## src/rtl/sm83_irq_pkg.sv

```systemverilog
// Shared constants and types for the sm83 interrupt controller.
// Register addresses, source indices and the IRQ vector type.
package sm83_irq_pkg;

    localparam logic [15:0] IF_ADR = 16'hff0f;
    localparam logic [15:0] IE_ADR = 16'hffff;

    typedef enum logic [2:0] {
        IRQ_VBLANK = 3'd0,
        IRQ_STAT   = 3'd1,
        IRQ_TIMER  = 3'd2,
        IRQ_SERIAL = 3'd3,
        IRQ_JOYPAD = 3'd4
    } irq_src_e;

    typedef logic [7:0] irq_t;

    typedef enum logic [1:0] {
        SelNone = 2'd0,
        SelIf   = 2'd1,
        SelIe   = 2'd2
    } reg_sel_e;

endpackage

```

## src/rtl/sm83_irq_ctrl_if.sv

```systemverilog
// CPU-side bus and IRQ/acknowledge signals of the interrupt controller.
interface sm83_irq_ctrl_if #(
    parameter int unsigned WORD_SIZE = 8,
    parameter int unsigned ADR_WIDTH = 16,
    parameter int unsigned NUM_IRQS  = 8
);

    logic [ADR_WIDTH-1:0] adr;
    logic [WORD_SIZE-1:0] din;
    logic [WORD_SIZE-1:0] dout;
    logic                 dout_oe;
    logic                 p_rd;
    logic                 p_wr;
    logic [NUM_IRQS-1:0]  irq;
    logic [NUM_IRQS-1:0]  iack;

    modport master (
        output adr,
        output din,
        output p_rd,
        output p_wr,
        output iack,
        input  dout,
        input  dout_oe,
        input  irq
    );

    modport slave (
        input  adr,
        input  din,
        input  p_rd,
        input  p_wr,
        input  iack,
        output dout,
        output dout_oe,
        output irq
    );

endinterface

```

## src/rtl/sm83_irq_edge.sv

```systemverilog
// Registers a level vector and reports the bits that rose since the last clock.
module sm83_irq_edge #(
    parameter int unsigned WIDTH          = 1,
    parameter bit          CLEAR_ON_RESET = 1'b0
) (
    input  logic             clk,
    input  logic             reset,
    input  logic [WIDTH-1:0] sig_i,
    output logic [WIDTH-1:0] rise_o
);

    logic [WIDTH-1:0] sig_d;
    logic [WIDTH-1:0] sig_q;

    // Without clear, the history tracks the line through reset so a level
    // already high at release is not mistaken for a new edge.
    always_comb begin
        sig_d = sig_i;
        if (CLEAR_ON_RESET && reset) begin
            sig_d = '0;
        end
    end

    always_ff @(posedge clk) begin
        sig_q <= sig_d;
    end

    assign rise_o = sig_i & ~sig_q;

endmodule

```

## src/rtl/sm83_irq_ctrl.sv

```systemverilog
// Interrupt controller: IF/IE registers, source edge latching and iack clearing.
// Drives the CPU irq vector and answers bus reads of 0xFF0F / 0xFFFF.
module sm83_irq_ctrl #(
    parameter int unsigned          WORD_SIZE = 8,
    parameter int unsigned          ADR_WIDTH = 16,
    parameter int unsigned          NUM_IRQS  = 8,
    parameter int unsigned          NUM_SRC   = 5,
    parameter logic [ADR_WIDTH-1:0] IF_ADR    = sm83_irq_pkg::IF_ADR,
    parameter logic [ADR_WIDTH-1:0] IE_ADR    = sm83_irq_pkg::IE_ADR
) (
    input  logic               clk,
    input  logic               reset,
    sm83_irq_ctrl_if.slave     bus,
    input  logic [NUM_SRC-1:0] src
);

    import sm83_irq_pkg::*;

    logic [NUM_SRC-1:0]   src_rise;
    logic [0:0]           p_wr_rise;
    logic                 wr_stb;
    reg_sel_e             sel;

    logic [NUM_SRC-1:0]   if_d;
    logic [NUM_SRC-1:0]   if_q;
    logic [WORD_SIZE-1:0] ie_d;
    logic [WORD_SIZE-1:0] ie_q;

    sm83_irq_edge #(
        .WIDTH          (NUM_SRC),
        .CLEAR_ON_RESET (1'b0)
    ) u_src_edge (
        .clk    (clk),
        .reset  (reset),
        .sig_i  (src),
        .rise_o (src_rise)
    );

    // Write history clears on reset so a strobe held across release writes again.
    sm83_irq_edge #(
        .WIDTH          (1),
        .CLEAR_ON_RESET (1'b1)
    ) u_wr_edge (
        .clk    (clk),
        .reset  (reset),
        .sig_i  (bus.p_wr),
        .rise_o (p_wr_rise)
    );

    assign wr_stb = p_wr_rise[0] & ~reset;

    always_comb begin
        sel = SelNone;
        if (bus.adr == IF_ADR) begin
            sel = SelIf;
        end else if (bus.adr == IE_ADR) begin
            sel = SelIe;
        end
    end

    // Bus write lowest, then iack clear, then a fresh source edge wins.
    always_comb begin
        if_d = if_q;
        ie_d = ie_q;
        if (wr_stb && (sel == SelIf)) begin
            if_d = bus.din[NUM_SRC-1:0];
        end
        if (wr_stb && (sel == SelIe)) begin
            ie_d = bus.din;
        end
        if_d = (if_d & ~bus.iack[NUM_SRC-1:0]) | src_rise;
    end

    always_ff @(posedge clk) begin
        if (reset) begin
            if_q <= '0;
            ie_q <= '0;
        end else begin
            if_q <= if_d;
            ie_q <= ie_d;
        end
    end

    always_comb begin
        bus.dout    = '0;
        bus.dout_oe = 1'b0;
        if (bus.p_rd && !reset) begin
            unique case (sel)
                SelIf: begin
                    bus.dout    = {{(WORD_SIZE - NUM_SRC){1'b1}}, if_q};
                    bus.dout_oe = 1'b1;
                end
                SelIe: begin
                    bus.dout    = ie_q;
                    bus.dout_oe = 1'b1;
                end
                default: begin
                    bus.dout    = '0;
                    bus.dout_oe = 1'b0;
                end
            endcase
        end
    end

    assign bus.irq = {{(NUM_IRQS - NUM_SRC){1'b0}}, if_q & ie_q[NUM_SRC-1:0]};

    // Acknowledges for unimplemented sources have nothing to clear.
    logic unused_iack;
    assign unused_iack = ^bus.iack[NUM_IRQS-1:NUM_SRC];

endmodule

```

## src/flat_wrapper.sv

```systemverilog
// flat-port wrapper written by rule: the top's interface ports become plain ports
module sm83_irq_ctrl_flat import sm83_irq_pkg::*;
#(
    parameter int unsigned          WORD_SIZE = 8,
    parameter int unsigned          ADR_WIDTH = 16,
    parameter int unsigned          NUM_IRQS  = 8,
    parameter int unsigned          NUM_SRC   = 5,
    parameter logic [ADR_WIDTH-1:0] IF_ADR    = sm83_irq_pkg::IF_ADR,
    parameter logic [ADR_WIDTH-1:0] IE_ADR    = sm83_irq_pkg::IE_ADR
)
  (clk, reset, src, bus_adr, bus_din, bus_p_rd, bus_p_wr, bus_iack, bus_dout, bus_dout_oe, bus_irq);
  sm83_irq_ctrl_if #(.WORD_SIZE(WORD_SIZE), .ADR_WIDTH(ADR_WIDTH), .NUM_IRQS(NUM_IRQS)) bus_i ();
  input  logic clk;
  input  logic reset;
  input  logic [NUM_SRC-1:0] src;
  input wire logic [$bits(bus_i.adr)-1:0] bus_adr;
  input wire logic [$bits(bus_i.din)-1:0] bus_din;
  input wire logic [$bits(bus_i.p_rd)-1:0] bus_p_rd;
  input wire logic [$bits(bus_i.p_wr)-1:0] bus_p_wr;
  input wire logic [$bits(bus_i.iack)-1:0] bus_iack;
  output wire logic [$bits(bus_i.dout)-1:0] bus_dout;
  output wire logic [$bits(bus_i.dout_oe)-1:0] bus_dout_oe;
  output wire logic [$bits(bus_i.irq)-1:0] bus_irq;
  assign bus_i.adr = bus_adr;
  assign bus_i.din = bus_din;
  assign bus_i.p_rd = bus_p_rd;
  assign bus_i.p_wr = bus_p_wr;
  assign bus_i.iack = bus_iack;
  assign bus_dout = bus_i.dout;
  assign bus_dout_oe = bus_i.dout_oe;
  assign bus_irq = bus_i.irq;
  sm83_irq_ctrl #(.WORD_SIZE(WORD_SIZE), .ADR_WIDTH(ADR_WIDTH), .NUM_IRQS(NUM_IRQS), .NUM_SRC(NUM_SRC), .IF_ADR(IF_ADR), .IE_ADR(IE_ADR)) u_core (.clk(clk), .reset(reset), .bus(bus_i), .src(src));
endmodule
```

## config.mk

```make
export PLATFORM = sky130hd
export DESIGN_NAME = sm83_irq_ctrl_flat
export DESIGN_NICKNAME = d
export VERILOG_FILES = /design/src/rtl/sm83_irq_pkg.sv /design/src/rtl/sm83_irq_ctrl_if.sv /design/src/rtl/sm83_irq_edge.sv /design/src/rtl/sm83_irq_ctrl.sv /design/src/flat_wrapper.sv
export SDC_FILE = /design/constraint.sdc
export NUM_CORES = 1
export LEC_CHECK = 0
export CAP_MARGIN = 10
export CORE_MARGIN = 1
export CORE_UTILIZATION = 33
export DETAILED_ROUTE_END_ITERATION = 10
export MAX_ROUTING_LAYER = met4
export PLACE_DENSITY = 0.72
export SYNTH_ARGS = -nofsm -noshare
export SYNTH_HDL_FRONTEND = slang
export SYNTH_SLANG_ARGS = --single-unit
export TNS_END_PERCENT = 5
```

## constraint.sdc

```tcl
create_clock -name clk -period 2.2 [get_ports clk]
set_input_delay 0.33 -clock clk [delete_from_list [all_inputs] [get_ports clk]]
set_output_delay 0.33 -clock clk [all_outputs]
set_load 0.02 [all_outputs]
```

==> results of run 1 <==
-- worst max-delay path: stages --
cell                              delay, ns
sky130_fd_sc_hd__clkdlybuf4s15_1       0.19
sky130_fd_sc_hd__or4_4                 0.52
sky130_fd_sc_hd__or4_4                 0.45
sky130_fd_sc_hd__a21oi_2               0.19
sky130_fd_sc_hd__buf_6                 0.14
-- repair_timing --
action / CTS / global route
endpoints found under the setup margin: 9 / 9
cloned: 1 / 0
buffers inserted: 7 / 1
resized for setup: 69 / 7
pin swaps: 10 / 7
-- final cells by class --
class / count / share of cell area, %
inverter: 1 / 0.222
sequential: 19 / 22.5
tap: 31 / 2.30
clock buffer: 4 / 1.56
multi-input combinational: 95 / 34.2
timing repair buffer: 75 / 39.2
-- report_power, final --
group | internal (mW) | switching [mW] | leakage [nW]
registers | 0.355 | 0.00581 | 0.156
logic | 0.0720 | 0.0482 | 0.535
clock network | 0.0705 | 0.104 | 0.0150
-- per-stage QoR --
| step | total power, mW | utilization (%) |
|---|---|---|
| finish | 0.656 | 60.2 |
| floorplan | 0.408 | - |
| global placement | 0.487 | 57.1 |
| CTS | 0.661 | 59.5 |
| detailed placement | 0.491 | 57.1 |
| global route | 0.689 | 60.2 |
-- synthesized netlist by cell type --
cell and number:
sky130_fd_sc_hd__nand2b_1 1, sky130_fd_sc_hd__inv_1 1, sky130_fd_sc_hd__buf_2 2, sky130_fd_sc_hd__nand2_1 4, sky130_fd_sc_hd__o21ai_1 5, sky130_fd_sc_hd__nor4_4 1, sky130_fd_sc_hd__nand4_1 4, sky130_fd_sc_hd__buf_4 4
sky130_fd_sc_hd__clkbuf_1 6, sky130_fd_sc_hd__a22oi_1 5, sky130_fd_sc_hd__and2_1 5, sky130_fd_sc_hd__nor4_2 1, sky130_fd_sc_hd__or2b_1 1, sky130_fd_sc_hd__or4_4 2, sky130_fd_sc_hd__o311ai_1 1, sky130_fd_sc_hd__dfxtp_1 19
sky130_fd_sc_hd__a21oi_1 12, sky130_fd_sc_hd__conb_1 1, sky130_fd_sc_hd__nor3b_1 10, sky130_fd_sc_hd__nor2b_1 2, sky130_fd_sc_hd__o21ai_0 8, sky130_fd_sc_hd__or4_1 1, sky130_fd_sc_hd__nor2_1 12, sky130_fd_sc_hd__nand3_1 17
-- worst paths after layout --
path         slack, ns  depth (start not counted)             end
min reg2reg       0.45                          1  u_core.if_q[4]
max               0.05                          5     bus_dout_oe
max reg2reg       1.04                          3  u_core.if_q[4]
min               0.45                          1  u_core.if_q[4]
-- sequential cells by signal, summed over array words and instances, names as in the netlist --
signal,count
u_core.ie_q,8
u_core.if_q,5
u_core.u_src_edge.sig_q,5
u_core.u_wr_edge.sig_q,1
-- kinds of logic after synthesis --
kind of cell	after synthesis
other	1
flip-flops	19
AND/OR/NAND/NOR	61
buffers and inverters	13
AO/OA/AOI/OAI	31
-- metal layers --
layer	vias to the layer above	routed length [um]
li1	585	-
met1	559	1300
met2	52	1710
met3	2	243
met4	0	8
met5	-	0
==> impl_metrics.toml, run 1 <==
[clock_network]
cts.clk_slew.worst_paths_ns = 0.10
cts.root.buffer_cell = "sky130_fd_sc_hd__clkbuf_4"
clkSinkCount = 19
clock_tree.htree_level_count = 1
cts_hold_buffers = 0
cts_tree = "built"
numCtsBuffers = 3
ctsLongestPathBuffers = 2
clock_insertion_delay_worst_skew_ns = 0.29

[floorplan]
ioPinCount = 58
floorplan.die.width_um = 56.7
die_area_um2 = 3220
core_footprint_um2 = 2810
floorplan.initialDensity_pct = 35.2
floorplan.die.height_um = 56.7
rows = 19

[logic_synthesis]
post_synth_mux_area_share_pct = 0
synth_top_family_by_area = "simple AND/OR/NAND/NOR gates"
post_synthesis_adder_cell_area_fraction_pct = 0
synth.cell_area_um2 = 988
yosys_warnings = 0
synth_xor_xnor_area_share_pct = 0
yosys_reg_bits = 19
synth.avg_cell_area_um2 = 7.91
synth.area.top_cells = "sky130_fd_sc_hd__dfxtp_1 38%, sky130_fd_sc_hd__nand3_1 8.6%, sky130_fd_sc_hd__nor3b_1 7.6%, sky130_fd_sc_hd__a21oi_1 6.1%, sky130_fd_sc_hd__nor2_1 4.6%"
synth_compound_area_share_pct = 17.3
synthCells = 125
simple_gate_area_share_of_the_yosys_netlist_pct = 37.1
synth_top_cell_by_area = "sky130_fd_sc_hd__dfxtp_1"
yosysUniqueCellTypes = 24
synth.yosys.seq_area_share_pct = 38.5
netlist.area_leader.share_pct = 38.5

[cells_and_area]
multi_input_area_um2 = 578
design.final.nets = 236
post_route_cells_drive_above_1_share_pct = 24.2
layout.cells.most_common_list = "26 x sky130_fd_sc_hd__clkdlybuf4s50_1, 25 x sky130_fd_sc_hd__buf_4, 19 x sky130_fd_sc_hd__dfxtp_1"
filler_cell_count = 255
regArea_um2 = 380
layout_commonest_cell = "sky130_fd_sc_hd__clkdlybuf4s50_1"
antenna_cells = 0
final_cells = 225
flow.area_growth_from_synthesis_pct = 70.9
finalInstanceArea_um2 = 1690

[critical_path]
cp_data_arrival_time_ns = 1.82
critPathLaunchType = "primary input"
timing.setup.critical_path_class = "in -> out"
crit_required_ns = 1.87
crit-reg2reg-launch = "u_core.u_wr_edge.sig_q"
worstSetupStartpoint = "bus_adr[7]"
worst_setup_path_end_kind = "primary output"
critPathMaxFanout = 2

[sta]
final-setup-viol-count = 0
fin_hold_ws_ns = 0.454
timing.final.max_slew_violations = 0
setup_tns_final_ns = 0
timing_hold_violations_final = 0
fmax_mhz = 466
layout_worst_path_cycle_share_pct = 97.6
fin_ws_ns = 0.0539
timing.final.crit_period_ns = 2.15
skew_ns = 0.00110

[placement]
dp_slack_ns = -0.645
finalWeightedCongestion = 0.758
place.port_buffers = 51
placedCellCount = 213
placement.cell_area_um2 = 1600
dpl.hpwl_mm = 2.33

[run_status]
status = "complete, but fails checks"
violations = "DRC"

[pwr]
total_power_divided_by_cell_area_nw_per_um2 = 388
maximum_vdd_drop_mv = 0.314
p_leak_nw = 0.706

[routing]
avgViaCountPerCell = 5.32
detailroute.via_count = 1198
wl_per_cell_um = 14.5
drt_first_iter_violations = 36
drc = 5
first_pass_iters = 7
totalWireLength_mm = 3.26
detail-route-antenna-nets = 0

[global_route]
grtUsageMet1_pct = 23.4
globalRouteTotalUtil_pct = 21.4
first_global_vias = 1151
total_congestion_overflow = 0
pin_count_of_the_biggest_net_entering_global_routing = 25
antenna_violations_before_repair = 0
globalRoute.busiestLayer = "met2"
grt_first_pass_wirelength_mm = 5.18
met2_demand_to_capacity_share_in_global_routing_pct = 38.8
globalRouteMet3Util_pct = 5.53

[run]
cap_violations = 0

[worst_hold_path]
hold_path_startpoint = "u_core.u_src_edge.sig_q[4]"
timing.hold.worst.class = "reg -> reg"
(Power assumes the default switching activity.)
==> run 2, diff against run 1 <==
--- a/config.mk
+++ b/config.mk
@@ -5,10 +5,12 @@
 export SDC_FILE = /design/constraint.sdc
 export NUM_CORES = 1
 export LEC_CHECK = 0
-export CAP_MARGIN = 10
+export CAP_MARGIN = 20
 export CORE_MARGIN = 1
 export CORE_UTILIZATION = 33
 export DETAILED_ROUTE_END_ITERATION = 10
+export GPL_ROUTABILITY_DRIVEN = 0
+export GPL_TIMING_DRIVEN = 0
 export MAX_ROUTING_LAYER = met4
 export PLACE_DENSITY = 0.72
 export SYNTH_ARGS = -nofsm -noshare
==> impl_metrics.toml, run 2 (synthesized netlist as in run 1, its figures left out) <==
[critical_path]
cp_top_family = "simple AND/OR/NAND/NOR gates"
worstSetupStartpoint = "bus_adr[6]"
cp_data_arrival_time_ns = 1.82
worst_setup_path_end_kind = "primary output"
crit-reg2reg-launch = "u_core.u_wr_edge.sig_q"
crit_chain = "buf_2 -> or4_4 -> or4_4 -> a21oi_2 -> buf_4"
critical_path.slowest_cell = "sky130_fd_sc_hd__or4_4"
critPathMaxFanout = 6
critPathLaunchType = "primary input"
timing.setup.critical_path_class = "in -> out"
critical_path.most_common_cell = "sky130_fd_sc_hd__or4_4"
max_stage_delay_ns = 0.55
worstPathBufferInverterCount = 2
crit_required_ns = 1.87

[worst_hold_path]
timing.hold.worst.class = "in -> reg"
hold_path_startpoint = "reset"

[floorplan]
ioPinCount = 58
floorplan.initialDensity_pct = 35.2
core_footprint_um2 = 2810
floorplan.die.height_um = 56.7
rows = 19
floorplan.die.width_um = 56.7
die_area_um2 = 3220

[clock_network]
cts_tree = "built"
ctsLongestPathBuffers = 2
clkSinkCount = 19
cts.clk_slew.worst_paths_ns = 0.11
numCtsBuffers = 3
clock_insertion_delay_worst_skew_ns = 0.31
cts.root.buffer_cell = "sky130_fd_sc_hd__clkbuf_4"
clock_tree.htree_level_count = 1

[global_route]
total_congestion_overflow = 0
first_global_vias = 1141
antenna_violations_before_repair = 0
grt_first_pass_wirelength_mm = 5.21
pin_count_of_the_biggest_net_entering_global_routing = 11
globalRouteTotalUtil_pct = 21.5

[run_status]
status = "complete, but fails checks"
violations = "DRC"

[sta]
timing.final.max_slew_violations = 0
fmax_mhz = 464
slew_headroom_pct = 66.3
timing_hold_violations_final = 0
tightest_slew_ns = 0.506
skew_ns = 0.00667
timing.final.crit_period_ns = 2.15
layout_worst_path_cycle_share_pct = 97.9
final-setup-viol-count = 0

[cells_and_area]
antenna_cells = 0
finalInstanceArea_um2 = 1650
flow.area_growth_from_synthesis_pct = 66.6
design.final.nets = 236
largest_reg_flops = 8
post_route_cells_drive_above_1_share_pct = 22.7
layout_commonest_cell = "sky130_fd_sc_hd__clkdlybuf4s50_1"
regMostFlops = "u_core.ie_q"
layout.cells.most_common_list = "25 x sky130_fd_sc_hd__clkdlybuf4s50_1, 19 x sky130_fd_sc_hd__buf_4, 19 x sky130_fd_sc_hd__dfxtp_1"
finalCoreUtilization_pct = 58.7
reg.largest.list = "u_core.ie_q x8, u_core.if_q x5, u_core.u_src_edge.sig_q x5"

[placement]
dpl.hpwl_mm = 2.31
placement.cell_area_um2 = 1540
place.port_buffers = 50

[pwr]
maximum_vdd_drop_mv = 0.335
power.total_mw = 0.662
p_leak_nw = 0.662
total_power_divided_by_cell_area_nw_per_um2 = 402

[routing]
drt_first_iter_violations = 37
avgViaCountPerCell = 5.31
totalWireLength_mm = 3.35
wl_per_cell_um = 14.9
drc = 4
detailroute.via_count = 1195
first_pass_iters = 7
detail-route-antenna-nets = 0

[run]
cap_violations = 0
==> run 2: area by class of cell <==
type                    instances  area (um2)
fillers                       269        1160
multi-input cells              95         581
repair buffers                 64         548
flip-flops and latches         19         380
plain buffers                  11        68.8
well taps                      31        38.8
clock buffers                   4        26.3
inverters                       1        3.75
==> run 2: per-layer routing <==
layer	GRT usage [%]	routed length [um]	vias up	part of all wire (%)
li1	-	-	580	-
met1	25.1	1360	558	41
met2	35.4	1690	49	50
met3	5.07	246	8	7.3
met4	8.71	53	0	1.6
met5	-	0	-	0
==> run 2: report_power, final <==
part	total (mW)	leakage, nW	switching, mW	internal, mW
clock	0.185	0.0150	0.114	0.0708
sequential	0.361	0.156	0.00624	0.355
combinational	0.116	0.491	0.0491	0.0669
total	0.662	0.662	0.169	0.493
==> run 2: worst paths after layout <==
kind / endpoint / slack (ns) / cells after the start
worst max-delay path: bus_dout_oe / 0.05 / 5
worst min-delay path: u_core.u_wr_edge.sig_q / 0.38 / 2
worst max register to register: u_core.ie_q[6] / 0.95 / 4
worst min register to register: u_core.if_q[4] / 0.44 / 1
==> run 2: per-stage QoR <==
step                      worst slack [ns]  TNS, ns  hold slack [ns]  cells
final                               0.0470        0            0.377    225
after global routing               -0.0101  -0.0184            0.408    225
after floorplan                      0.174        0            0.358    127
after detailed placement            -0.881    -7.64            0.429    208
after CTS                          0.00869        0            0.385    222
after global placement              -0.820    -7.30            0.415    208
==> run 2: timing repair <==
action                     CTS  global route
hold buffers                 0             0
setup buffers               10             3
setup endpoints to repair    9             5
pin swaps                   10             1
resized for setup           78             0
cloned                       1             0
